## src/rtl/controlador_vendas.sv

```systemverilog
// controlador_vendas: sequencing FSM for the vending-machine datapath.
// Collects coin units, latches the product code, runs the external price
// comparator for one cycle and turns its verdict into a timed dispense or
// refund pulse. Every output comes straight from a flop.
//
// Input strobe semantics: moedaValida, confirmar and cancelar are one-cycle
// strobes with no back-pressure. Each is consumed on the rising edge where it
// is high. A coin that cannot be taken (bad code, overflow, busy, or beaten by
// cancelar/confirmar) is refused, and moedaRejeitada is raised for the
// following cycle.
module controlador_vendas #(
    parameter int TEMPO_LIMITE  = 1000,
    parameter int PULSO_SAIDA   = 4,
    parameter int LARGURA_TEMPO = 10
) (
    input  logic       clk,
    input  logic       rst_n,
    input  logic       moedaValida,
    input  logic [1:0] moedaValor,
    input  logic [2:0] produtoSel,
    input  logic       confirmar,
    input  logic       cancelar,
    input  logic       liberarProduto,
    input  logic       devolverMoedas,
    output logic [3:0] valorMoedas,
    output logic [2:0] valorProduto,
    output logic       enable,
    output logic       dispensar,
    output logic       devolver,
    output logic [3:0] valorDevolvido,
    output logic       moedaRejeitada,
    output logic       ocupado,
    output logic [2:0] estadoAtual
);

    localparam int LARGURA_PULSO = (PULSO_SAIDA > 1) ? $clog2(PULSO_SAIDA) : 1;
    localparam logic [LARGURA_TEMPO-1:0] TEMPO_FIM = LARGURA_TEMPO'(TEMPO_LIMITE - 1);
    localparam logic [LARGURA_PULSO-1:0] PULSO_FIM = LARGURA_PULSO'(PULSO_SAIDA - 1);

    typedef enum logic [2:0] {
        OCIOSO     = 3'd0,
        ACUMULANDO = 3'd1,
        COMPARAR   = 3'd2,
        LIBERAR    = 3'd3,
        DEVOLVER   = 3'd4
    } estado_t;

    estado_t                  estado, estadoProx;
    logic [LARGURA_TEMPO-1:0] tempo, tempoProx;
    logic [LARGURA_PULSO-1:0] pulso, pulsoProx;
    logic [3:0]               moedasProx;
    logic [2:0]               produtoProx;
    logic [3:0]               devolvidoProx;
    logic                     rejeitadaProx;

    // Coin codes 01 and 10 carry their own unit value; 00 and 11 are invalid.
    logic       codigoOk;
    logic [4:0] somaMoedas;
    logic       moedaCabe;

    assign codigoOk    = (moedaValor == 2'b01) || (moedaValor == 2'b10);
    assign somaMoedas  = {1'b0, valorMoedas} + {3'b000, moedaValor};
    assign moedaCabe   = codigoOk && !somaMoedas[4];
    assign estadoAtual = estado;

    // Next-state and next-register values; outputs are registered from these.
    always_comb begin
        estadoProx    = estado;
        tempoProx     = tempo;
        pulsoProx     = pulso;
        moedasProx    = valorMoedas;
        produtoProx   = valorProduto;
        devolvidoProx = valorDevolvido;
        rejeitadaProx = 1'b0;

        case (estado)
            OCIOSO: begin
                tempoProx = '0;
                pulsoProx = '0;
                if (moedaValida) begin
                    if (moedaCabe) begin
                        moedasProx = somaMoedas[3:0];
                        estadoProx = ACUMULANDO;
                    end else begin
                        rejeitadaProx = 1'b1;
                    end
                end
            end

            ACUMULANDO: begin
                if (cancelar) begin
                    rejeitadaProx = moedaValida;
                    devolvidoProx = valorMoedas;
                    tempoProx     = '0;
                    estadoProx    = DEVOLVER;
                end else if (confirmar) begin
                    rejeitadaProx = moedaValida;
                    produtoProx   = produtoSel;
                    tempoProx     = '0;
                    estadoProx    = COMPARAR;
                end else if (moedaValida && moedaCabe) begin
                    moedasProx = somaMoedas[3:0];
                    tempoProx  = '0;
                end else begin
                    // A refused coin is not customer progress, so the idle timer keeps running.
                    rejeitadaProx = moedaValida;
                    if (tempo == TEMPO_FIM) begin
                        devolvidoProx = valorMoedas;
                        tempoProx     = '0;
                        estadoProx    = DEVOLVER;
                    end else begin
                        tempoProx = tempo + LARGURA_TEMPO'(1);
                    end
                end
            end

            COMPARAR: begin
                rejeitadaProx = moedaValida;
                pulsoProx     = '0;
                // A contradictory verdict (both high) is treated as a refund.
                if (liberarProduto && !devolverMoedas) begin
                    estadoProx = LIBERAR;
                end else begin
                    devolvidoProx = valorMoedas;
                    estadoProx    = DEVOLVER;
                end
            end

            LIBERAR: begin
                rejeitadaProx = moedaValida;
                if (pulso == PULSO_FIM) begin
                    pulsoProx   = '0;
                    moedasProx  = '0;
                    produtoProx = '0;
                    estadoProx  = OCIOSO;
                end else begin
                    pulsoProx = pulso + LARGURA_PULSO'(1);
                end
            end

            DEVOLVER: begin
                rejeitadaProx = moedaValida;
                if (pulso == PULSO_FIM) begin
                    pulsoProx     = '0;
                    moedasProx    = '0;
                    produtoProx   = '0;
                    devolvidoProx = '0;
                    estadoProx    = OCIOSO;
                end else begin
                    pulsoProx = pulso + LARGURA_PULSO'(1);
                end
            end

            default: begin
                estadoProx    = OCIOSO;
                tempoProx     = '0;
                pulsoProx     = '0;
                moedasProx    = '0;
                produtoProx   = '0;
                devolvidoProx = '0;
            end
        endcase
    end

    // State, counters and registered outputs; reset aborts any pulse in flight.
    always_ff @(posedge clk) begin
        if (!rst_n) begin
            estado         <= OCIOSO;
            tempo          <= '0;
            pulso          <= '0;
            valorMoedas    <= '0;
            valorProduto   <= '0;
            valorDevolvido <= '0;
            moedaRejeitada <= 1'b0;
            enable         <= 1'b0;
            dispensar      <= 1'b0;
            devolver       <= 1'b0;
            ocupado        <= 1'b0;
        end else begin
            estado         <= estadoProx;
            tempo          <= tempoProx;
            pulso          <= pulsoProx;
            valorMoedas    <= moedasProx;
            valorProduto   <= produtoProx;
            valorDevolvido <= devolvidoProx;
            moedaRejeitada <= rejeitadaProx;
            enable         <= (estadoProx == COMPARAR);
            dispensar      <= (estadoProx == LIBERAR);
            devolver       <= (estadoProx == DEVOLVER);
            ocupado        <= (estadoProx == COMPARAR) || (estadoProx == LIBERAR) ||
                              (estadoProx == DEVOLVER);
        end
    end

endmodule

```

## config.mk

```make
export PLATFORM = sky130hd
export DESIGN_NAME = controlador_vendas
export DESIGN_NICKNAME = d
export VERILOG_FILES = /design/src/rtl/controlador_vendas.sv
export SDC_FILE = /design/constraint.sdc
export NUM_CORES = 1
export LEC_CHECK = 0
export CAP_MARGIN = 40
export CORE_ASPECT_RATIO = 1.25
export CORE_UTILIZATION = 25
export DETAILED_ROUTE_END_ITERATION = 10
export PLACE_DENSITY = 0.45
export SLEW_MARGIN = 20
export SYNTH_ARGS = -nofsm -noshare
export SYNTH_HDL_FRONTEND = slang
export SYNTH_SLANG_ARGS = --single-unit
```

## constraint.sdc

```tcl
create_clock -name clk -period 6.7 [get_ports clk]
set_input_delay 2.01 -clock clk [delete_from_list [all_inputs] [get_ports clk]]
set_output_delay 2.01 -clock clk [all_outputs]
set_load 0.01 [all_outputs]
```

== Yosys cells after proc, flatten, opt, wreduce, memory -nomap -nowiden ==
Cells that the tools add are included.

* Bitwise logic cells: 3
* Add/subtract/negate cells: 3
* Reduce and logical (&&, ||, !) cells: 16
* Multiplexer cells: 39
* Equal/unequal tests: 23

{| class="wikitable"
|+ Operator list
! kind !! count
|-
| 4-bit 2-to-1 mux || 11
|-
| 10-bit 2-to-1 mux || 4
|-
| 3-bit 2-to-1 mux || 11
|-
| 4-bit case mux with 4 select lines || 2
|-
| 10-bit case mux with 2 select lines || 1
|-
| 2-bit != test, second input constant || 8
|-
| 3-bit by 2-bit equality test with 1-bit output, second input constant || 4
|-
| 3-bit case mux with 4 select lines || 1
|-
| 10-bit by 1-bit adder with 10-bit output, second input constant || 1
|-
| 10-bit equality test, second input constant || 1
|-
| 3-bit != test, second input constant || 3
|-
| 3-bit case mux with 3 select lines || 1
|-
| 7-bit AND reduction || 1
|-
| 3-bit equality test, second input constant || 2
|-
| 6-bit AND reduction || 1
|-
| 2-bit OR reduction || 3
|-
| 4-bit by 2-bit adder with 5-bit output || 1
|-
| 1-bit 2-to-1 mux || 5
|-
| 2-bit equality test, second input constant || 2
|-
| 2-bit case mux with 2 select lines || 1
|-
| 4-bit AND reduction || 1
|-
| 3-bit by 1-bit equality test with 1-bit output, second input constant || 1
|-
| 1-bit logical AND || 3
|-
| 3-bit zero test || 1
|-
| 9 further kinds || 14
|}

* Bits in registers: 31
* Output and inout bits: 19
* Bits of input ports: 12
* Logic and storage cells: 95

== Depth between registers and ports, before layout ==
Gate-level depths: netlist of the first run.

* Depth after elaboration: 11
* Gate-level depth with buffers: 8
* Mapped depth without buffers: 8

== Worst setup path after synthesis of the first run ==
No wires, ideal clock.

* Path type: in2reg
* Start: input port moedaValor[0]
* End: register tempo[8]
* Arrival: 3.589 ns
* Slack: 3.037 ns
* Library setup time: 0.074 ns
* Stages on the path: 7
* Path buffers: 0
* Required time: 6.626 ns
* Cell sequence: ha_1 > inv_1 > fa_1 > nand3b_1 > a311o_1 > or3_1 > a31oi_1

* Longest elaborated chain between the ends: 8
* Elaborated cells on any way between the ends: 11
* Those cells by class: 1 x add/sub; 2 x eq/ne; 4 x mux; 4 x reduce/logical

{| class="wikitable"
|+ RTL lines
! item !! line !! RTL
|-
| start: declaration || 19 || <nowiki>input logic [1:0] moedaValor,</nowiki>
|-
| 4-bit by 2-bit adder with 5-bit output, or another cell as far along || 62 || <nowiki>assign somaMoedas = {1'b0, valorMoedas} + {3'b000, moedaValor};</nowiki>
|-
| 1-bit zero test or 1-bit logical OR (tied branches) || 63, 61 ||
|-
| 1-bit logical AND (*) || 63 || <nowiki>assign moedaCabe = codigoOk && !somaMoedas[4];</nowiki>
|-
| 1-bit logical AND (*) || 101 || <nowiki>end else if (moedaValida && moedaCabe) begin</nowiki>
|-
| 10-bit 2-to-1 mux (*) || 101 ||
|-
| 10-bit 2-to-1 mux (*) || 96 || <nowiki>end else if (confirmar) begin</nowiki>
|-
| 10-bit 2-to-1 mux (*) || 91 || <nowiki>if (cancelar) begin</nowiki>
|-
| 10-bit case mux with 2 select lines (*) || 76 || <nowiki>case (estado)</nowiki>
|-
| end signal: assignment || 181 || <nowiki>tempo <= tempoProx;</nowiki>
|-
| end: declaration || 49 || <nowiki>logic [LARGURA_TEMPO-1:0] tempo, tempoProx;</nowiki>
|}

Every way passes the cells marked *; elsewhere a longest branch is shown, timed or not.
A chain may end at the register's enable or synchronous reset.

== Final worst setup path of the first run ==
* Start: input port moedaValor[0]
* End: register tempo[1]

Same word-level chain as after synthesis.

==> impl_metrics.env, run 1 <==
export IMPL_die_w_um=74.2
export IMPL_start_kind="primary input"
export IMPL_hold_viol=0
export IMPL_maxCapViolations=0
export IMPL_crit_chain="clkdlybuf4s50_1 -> ha_1 -> inv_1 -> fa_1 -> nand3b_1 -> a311o_1 -> nor2_1 -> o21ai_1 -> a21oi_1"
export IMPL_post_cts_buffers=0
export IMPL_rows=32
export IMPL_async_flop_share_pct=0
export IMPL_final_cell_mix="31 x dfxtp_1, 30 x clkdlybuf4s50_1, 20 x nand2_1"
export IMPL_gp_congestion=0.738
export IMPL_syn_inst=193
export IMPL_ys_warn_count=0
export IMPL_ys_ff_latch=31
export IMPL_clock_skew_ps=6.41
export IMPL_setup_viol=0
export IMPL_relSlewSlack_pct=52.5
export IMPL_drcViolationCount=0
export IMPL_whs_path_depth=2
export IMPL_clock_latency_ps=280
export IMPL_avgViaCountPerCell=4.62
export IMPL_p_leak_uw=0.000720
export IMPL_r2r_cells=8
export IMPL_grt_max_degree=22
export IMPL_ios=31
export IMPL_seq_power_share_pct=51.0
export IMPL_postCtsResizedCells=0
export IMPL_timing_hold_ws_ps=463
export IMPL_cts_root_buf="clkbuf_8"
export IMPL_dr_first_iter_drc_count=50
export IMPL_cp_arrival_ps=4310
export IMPL_h_tree_depth=2
export IMPL_fp_dieH_um=92.3
export IMPL_timing_final_crit_share_pct=61.4
export IMPL_fin_nets=242
export IMPL_design_core_area_sq_um=6250
export IMPL_clk_pin_slew_ps=60
export IMPL_final_area_sq_um=2080
export IMPL_route_vias_total=1427
export IMPL_grt_pass1_vias=1407
export IMPL_synth_compound_area_share_pct=16.0
export IMPL_yosys_area_share_simple_pct=30.0
export IMPL_crit_path_end_kind="register"
export IMPL_max_stage_delay_ps=530
export IMPL_timing_rr_end="tempo[1]$_SDFFE_PN0N_"
export IMPL_path_delay_family="compound AO/OA/AOI/OAI gates"
export IMPL_multi_input_area_sq_um=956
export IMPL_synthMuxAreaShare_pct=3.07
export IMPL_synth_top_family_by_area="simple AND/OR/NAND/NOR gates"
export IMPL_outcome="complete, no violations"
export IMPL_rrSetupSlack_ps=4470
export IMPL_synthToLayoutAreaGrowth_pct=27.8
export IMPL_start_util_pct=26.1
export IMPL_synthAdderAreaFrac_pct=4.30
export IMPL_grt_pass1_wl_um=6730
export IMPL_peakVddDrop_uv=55.5
export IMPL_ctsHoldBuffers=0
export IMPL_syn_area_sq_um=1630
export IMPL_synth_cell_type_count=48
export IMPL_critical_path_class="primary input to register"
export IMPL_grt_overflow_total=0
export IMPL_drv_slew=0
export IMPL_tns_ps=0
export IMPL_ys_seq_area_share_pct=38.1
export IMPL_wire_per_inst_um=12.9
export IMPL_rsz0062_at_grt="no"
export IMPL_postRouteAntennaNets=0
export IMPL_cts_buffer_depth=2
export IMPL_p_sw_uw=98.6
export IMPL_clock_power_share_pct=35.0
export IMPL_power_total_uw=383
export IMPL_cts_buffers=5
export IMPL_tightest_slew_ps=712
export IMPL_grtUsageTotal_pct=12.8
export IMPL_max_freq_mhz=243
export IMPL_hold_end="valorDevolvido[1]$_SDFFE_PN0P_"
export IMPL_cts_tree="built"
export IMPL_dieArea_sq_um=6840
export IMPL_seqCellArea_sq_um=621
export IMPL_hold_path_class="register to register"
export IMPL_critical_path_required_ps=6900
export IMPL_r2r_start="valorMoedas[0]$_SDFFE_PN0P_"
export IMPL_p_int_uw=285
export IMPL_hpwl_um=2950
export IMPL_period_needed_ps=4110
export IMPL_dpl_cell_area_sq_um=2010
export IMPL_syn_nets=210
export IMPL_worst_path_buf_inv=2
export IMPL_final_util_pct=33.3
export IMPL_path_max_fanout=8
export IMPL_synth_xor_area_share_pct=5.38
export IMPL_wl_um=3970
export IMPL_port_buffers=30
export IMPL_layout_drive_gt1_share_pct=4.02
export IMPL_dr_pass1_iters=4
export IMPL_postSynthAreaPerCell_sq_um=8.44
export IMPL_min_from="valorDevolvido[1]$_SDFFE_PN0P_"
export IMPL_mostFrequentLayoutCell="dfxtp_1"
export IMPL_num_antenna_cells=0
export IMPL_synth_flop_cell="dfxtp_1"
export IMPL_slowest_stage="clkdlybuf4s50_1"
export IMPL_power_density_nw_per_um2=184
export IMPL_antenna_found_initial=0
export IMPL_p_comb_share_pct=14.0
export IMPL_synth_edf_count=0
export IMPL_num_fill_cells=699
export IMPL_cts_sinks=31
export IMPL_switching_share_pct=25.7
metal layers:
metal / vias up / global-route usage, % / share of wire, %
met3: 7 / 2.64 / 2.7
met4: 0 / 5.29 / 1.7
li1: 745 / - / -
met2: 20 / 21.4 / 49
met5: - / 0 / 0
met1: 655 / 15.7 / 47
state kept, by name, summed over array words and instances, names as in the netlist:
signal	count
valorDevolvido	4
devolver	1
dispensar	1
estadoAtual	3
tempo	10
valorMoedas	4
valorProduto	3
pulso	2
moedaRejeitada	1
ocupado	1
enable	1
synthesized netlist by cell type (all sizes together) (2+ instances only):
master / count / area [sq um]
dfxtp: 31 / 621
nand2: 20 / 75.1
nor2: 17 / 63.8
a21oi: 12 / 63.8
nor2b: 8 / 50.1
o21ai: 8 / 40.0
inv: 7 / 26.3
nand2b: 7 / 43.8
nand3: 7 / 35.0
xnor2: 6 / 52.6
mux2i: 5 / 50.1
nand4: 5 / 31.3
or3: 5 / 31.3
buf: 4 / 22.5
ha: 4 / 50.1
nor3b: 4 / 30.0
xor2: 4 / 35.0
a21boi: 3 / 22.5
and3: 3 / 18.8
nor3: 3 / 15.0
a31oi: 2 / 12.5
and2: 2 / 12.5
nor4b: 2 / 23.8
o21a: 2 / 15.0
o22a: 2 / 17.5
o22ai: 2 / 12.5
or2: 2 / 12.5
final cells by class:
cell class	count	area share (%)
Clock buffer	6	3.49
Inverter	7	1.26
Multi-Input combinational cell	150	45.9
Timing Repair Buffer	30	14.4
Sequential cell	31	29.8
Tap cell	85	5.11
worst max path at each step:
stage	start	endpoint	slack, ps	cells past startpoint
detailed placement	moedaValor[0]	tempo[1]$_SDFFE_PN0N_	2270	9
floorplan	moedaValor[0]	tempo[8]$_SDFFE_PN0N_	3040	7
CTS	moedaValor[0]	tempo[1]$_SDFFE_PN0N_	2560	9
global placement	moedaValor[0]	tempo[1]$_SDFFE_PN0N_	2310	9
finish	moedaValor[0]	tempo[1]$_SDFFE_PN0N_	2590	9
global route	moedaValor[0]	tempo[1]$_SDFFE_PN0N_	2400	9
kinds of logic after synthesis:
logic type / after synthesis
AOI/OAI and AO/OA: 40
xor gates and xnor gates: 10
adders and majority gates: 5
buffers and inverters: 12
DFF: 31
muxes: 5
and+or+nand+nor: 90
worst register-to-register path, delay by kind of cell, from the launching register on:
family	cells	cell delay (ps)
AO/OA/AOI/OAI	3	800
adder cells (fa/ha/maj)	2	590
buffers and inverters	1	60
flip-flops	1	380
AND/OR/NAND/NOR	2	340
stage by stage:
step | worst slack (ps) | std cells
floorplan | 3040 | 193
global placement | 2310 | 303
detailed placement | 2270 | 303
CTS | 2560 | 309
global route | 2400 | 309
finish | 2590 | 309
power groups by stage:
stage / clock network (uW) / logic, uW / registers, uW
after floorplan: 0 / 32.7 / 197
after global placement: 0 / 54.2 / 200
after detailed placement: 0 / 54.6 / 200
after CTS: 141 / 54.8 / 196
after global routing: 149 / 60.0 / 196
final: 134 / 53.8 / 195
Power figures use the tool's default switching activity.
==> run 2, diff against run 1 <==
==> constraint.sdc (replaced) <==
create_clock -name clk -period 3.98 [get_ports clk]
set_input_delay 1.194 -clock clk [delete_from_list [all_inputs] [get_ports clk]]
set_output_delay 1.194 -clock clk [all_outputs]
set_load 0.01 [all_outputs]
==> impl_metrics.env, run 2 (synthesized netlist as in run 1, its figures left out) <==
export IMPL_outcome="complete, no violations"
export IMPL_top_regs="tempo x10, valorDevolvido x4, valorMoedas x4"
export IMPL_grtUsageTotal_pct=12.4
export IMPL_seq_power_share_pct=51.0
export IMPL_hold_viol=0
export IMPL_dpl_cell_area_sq_um=2020
export IMPL_dr_pass1_iters=4
export IMPL_num_fill_cells=695
export IMPL_max_freq_mhz=305
export IMPL_num_antenna_cells=0
export IMPL_cts_tree="built"
export IMPL_max_stage_delay_ps=530
export IMPL_rows=32
export IMPL_dr_first_iter_drc_count=41
export IMPL_hpwl_um=2960
export IMPL_setup_viol=0
export IMPL_multi_input_area_sq_um=956
export IMPL_start_kind="primary input"
export IMPL_maxCapViolations=0
export IMPL_timing_hold_ws_ps=462
export IMPL_rsz0062_at_grt="no"
export IMPL_fin_nets=244
export IMPL_post_cts_buffers=0
export IMPL_drcViolationCount=0
export IMPL_fp_dieH_um=92.3
export IMPL_critical_path_class="primary input to register"
export IMPL_seqCellArea_sq_um=621
export IMPL_crit_path_end_kind="register"
export IMPL_layout_drive_gt1_share_pct=4.87
export IMPL_final_util_pct=33.6
export IMPL_relSlewSlack_pct=57.2
export IMPL_period_needed_ps=3280
export IMPL_path_delay_family="compound AO/OA/AOI/OAI gates"
export IMPL_largest_reg_flops=10
export IMPL_timing_final_crit_share_pct=82.5
export IMPL_grt_pass1_wl_um=6400
export IMPL_avgViaCountPerCell=4.69
export IMPL_tightest_slew_ps=640
export IMPL_clock_skew_ps=2.17
export IMPL_path_max_fanout=8
export IMPL_final_area_sq_um=2100
export IMPL_port_buffers=30
export IMPL_wire_per_inst_um=12.5
export IMPL_h_tree_depth=2
export IMPL_start_util_pct=26.1
export IMPL_dieArea_sq_um=6840
export IMPL_cp_arrival_ps=3480
export IMPL_postRouteAntennaNets=0
export IMPL_ctsHoldBuffers=0
export IMPL_drv_slew=0
export IMPL_power_density_nw_per_um2=304
export IMPL_gp_congestion=0.736
export IMPL_grt_pass1_vias=1398
export IMPL_design_core_area_sq_um=6250
export IMPL_p_int_uw=481
export IMPL_worst_path_buf_inv=2
export IMPL_critical_path_required_ps=4180
export IMPL_cts_buffers=5
export IMPL_regMostFlops="tempo"
export IMPL_route_vias_total=1459
export IMPL_mostFrequentLayoutCell="dfxtp_1"
export IMPL_cts_buffer_depth=2
export IMPL_antenna_found_initial=0
export IMPL_p_comb_share_pct=15.0
export IMPL_peakVddDrop_uv=97.4
export IMPL_clock_latency_ps=270
export IMPL_synthToLayoutAreaGrowth_pct=28.7
export IMPL_p_leak_uw=0.000730
export IMPL_slowest_stage="clkdlybuf4s50_1"
export IMPL_tns_ps=0
export IMPL_switching_share_pct=24.7
export IMPL_p_sw_uw=158
export IMPL_final_cell_mix="31 x dfxtp_1, 30 x clkdlybuf4s50_1, 20 x nand2_1"
export IMPL_ios=31
export IMPL_cts_root_buf="clkbuf_8"
export IMPL_cts_sinks=31
export IMPL_clock_power_share_pct=34.0
export IMPL_rrSetupSlack_ps=1760
export IMPL_grt_max_degree=21
export IMPL_crit_chain="clkdlybuf4s50_1 -> ha_1 -> inv_1 -> fa_1 -> nand3b_1 -> a311o_1 -> nor2_1 -> o21ai_1 -> a21oi_1"
export IMPL_die_w_um=74.2
export IMPL_postCtsResizedCells=0
export IMPL_grt_overflow_total=0
export IMPL_clk_pin_slew_ps=60
export IMPL_wl_um=3900
export IMPL_hold_path_class="register to register"
## run 2: per-layer routing
metal	global-route usage (%)	share of wire, %
met5	0	0
met4	6.57	2.3
met3	2.64	3.2
met2	20.2	48
met1	14.9	46
## run 2: layout make-up
type / instances / area share [%]
Clock buffer: 6 / 3.46
Inverter: 7 / 1.25
Multi-Input combinational cell: 150 / 45.6
Sequential cell: 31 / 29.6
Tap cell: 85 / 5.07
Timing Repair Buffer: 32 / 15.0
## run 2: final timing paths
kind | endpoint | cells past startpoint | from
min | valorDevolvido[2]$_SDFFE_PN0P_ | 2 | valorDevolvido[2]$_SDFFE_PN0P_
max | tempo[1]$_SDFFE_PN0N_ | 9 | moedaValor[0]
min reg2reg | valorDevolvido[2]$_SDFFE_PN0P_ | 2 | valorDevolvido[2]$_SDFFE_PN0P_
max reg2reg | tempo[1]$_SDFFE_PN0N_ | 8 | valorMoedas[0]$_SDFFE_PN0P_
## run 2: power groups by stage
stage,Sequential [uW],Clock (uW),Combinational (uW)
finish,326,217,95.9
global route,326,247,105
CTS,326,234,97.5
detailed placement,332,0,97.1
global placement,333,0,97.2
floorplan,332,0,55.1
## run 2: metrics by stage
| stage | instances | worst slack, ps | total power [uW] |
|---|---|---|---|
| 3_3_place_gp | 305 | 411 | 430 |
| 6_report | 311 | 696 | 638 |
| 2_1_floorplan | 193 | 1130 | 387 |
| 4_1_cts | 311 | 662 | 657 |
| 5_1_grt | 311 | 550 | 678 |
| 3_5_place_dp | 305 | 370 | 430 |
## run 2: worst reg2reg max path, cell delays in order (launching register included)
cell      delay (ps)
dfxtp_1          380
ha_1             190
inv_1             50
fa_1             400
nand3b_1         200
a311o_1          370
nor2_1           140
o21ai_1          220
a21oi_1          190
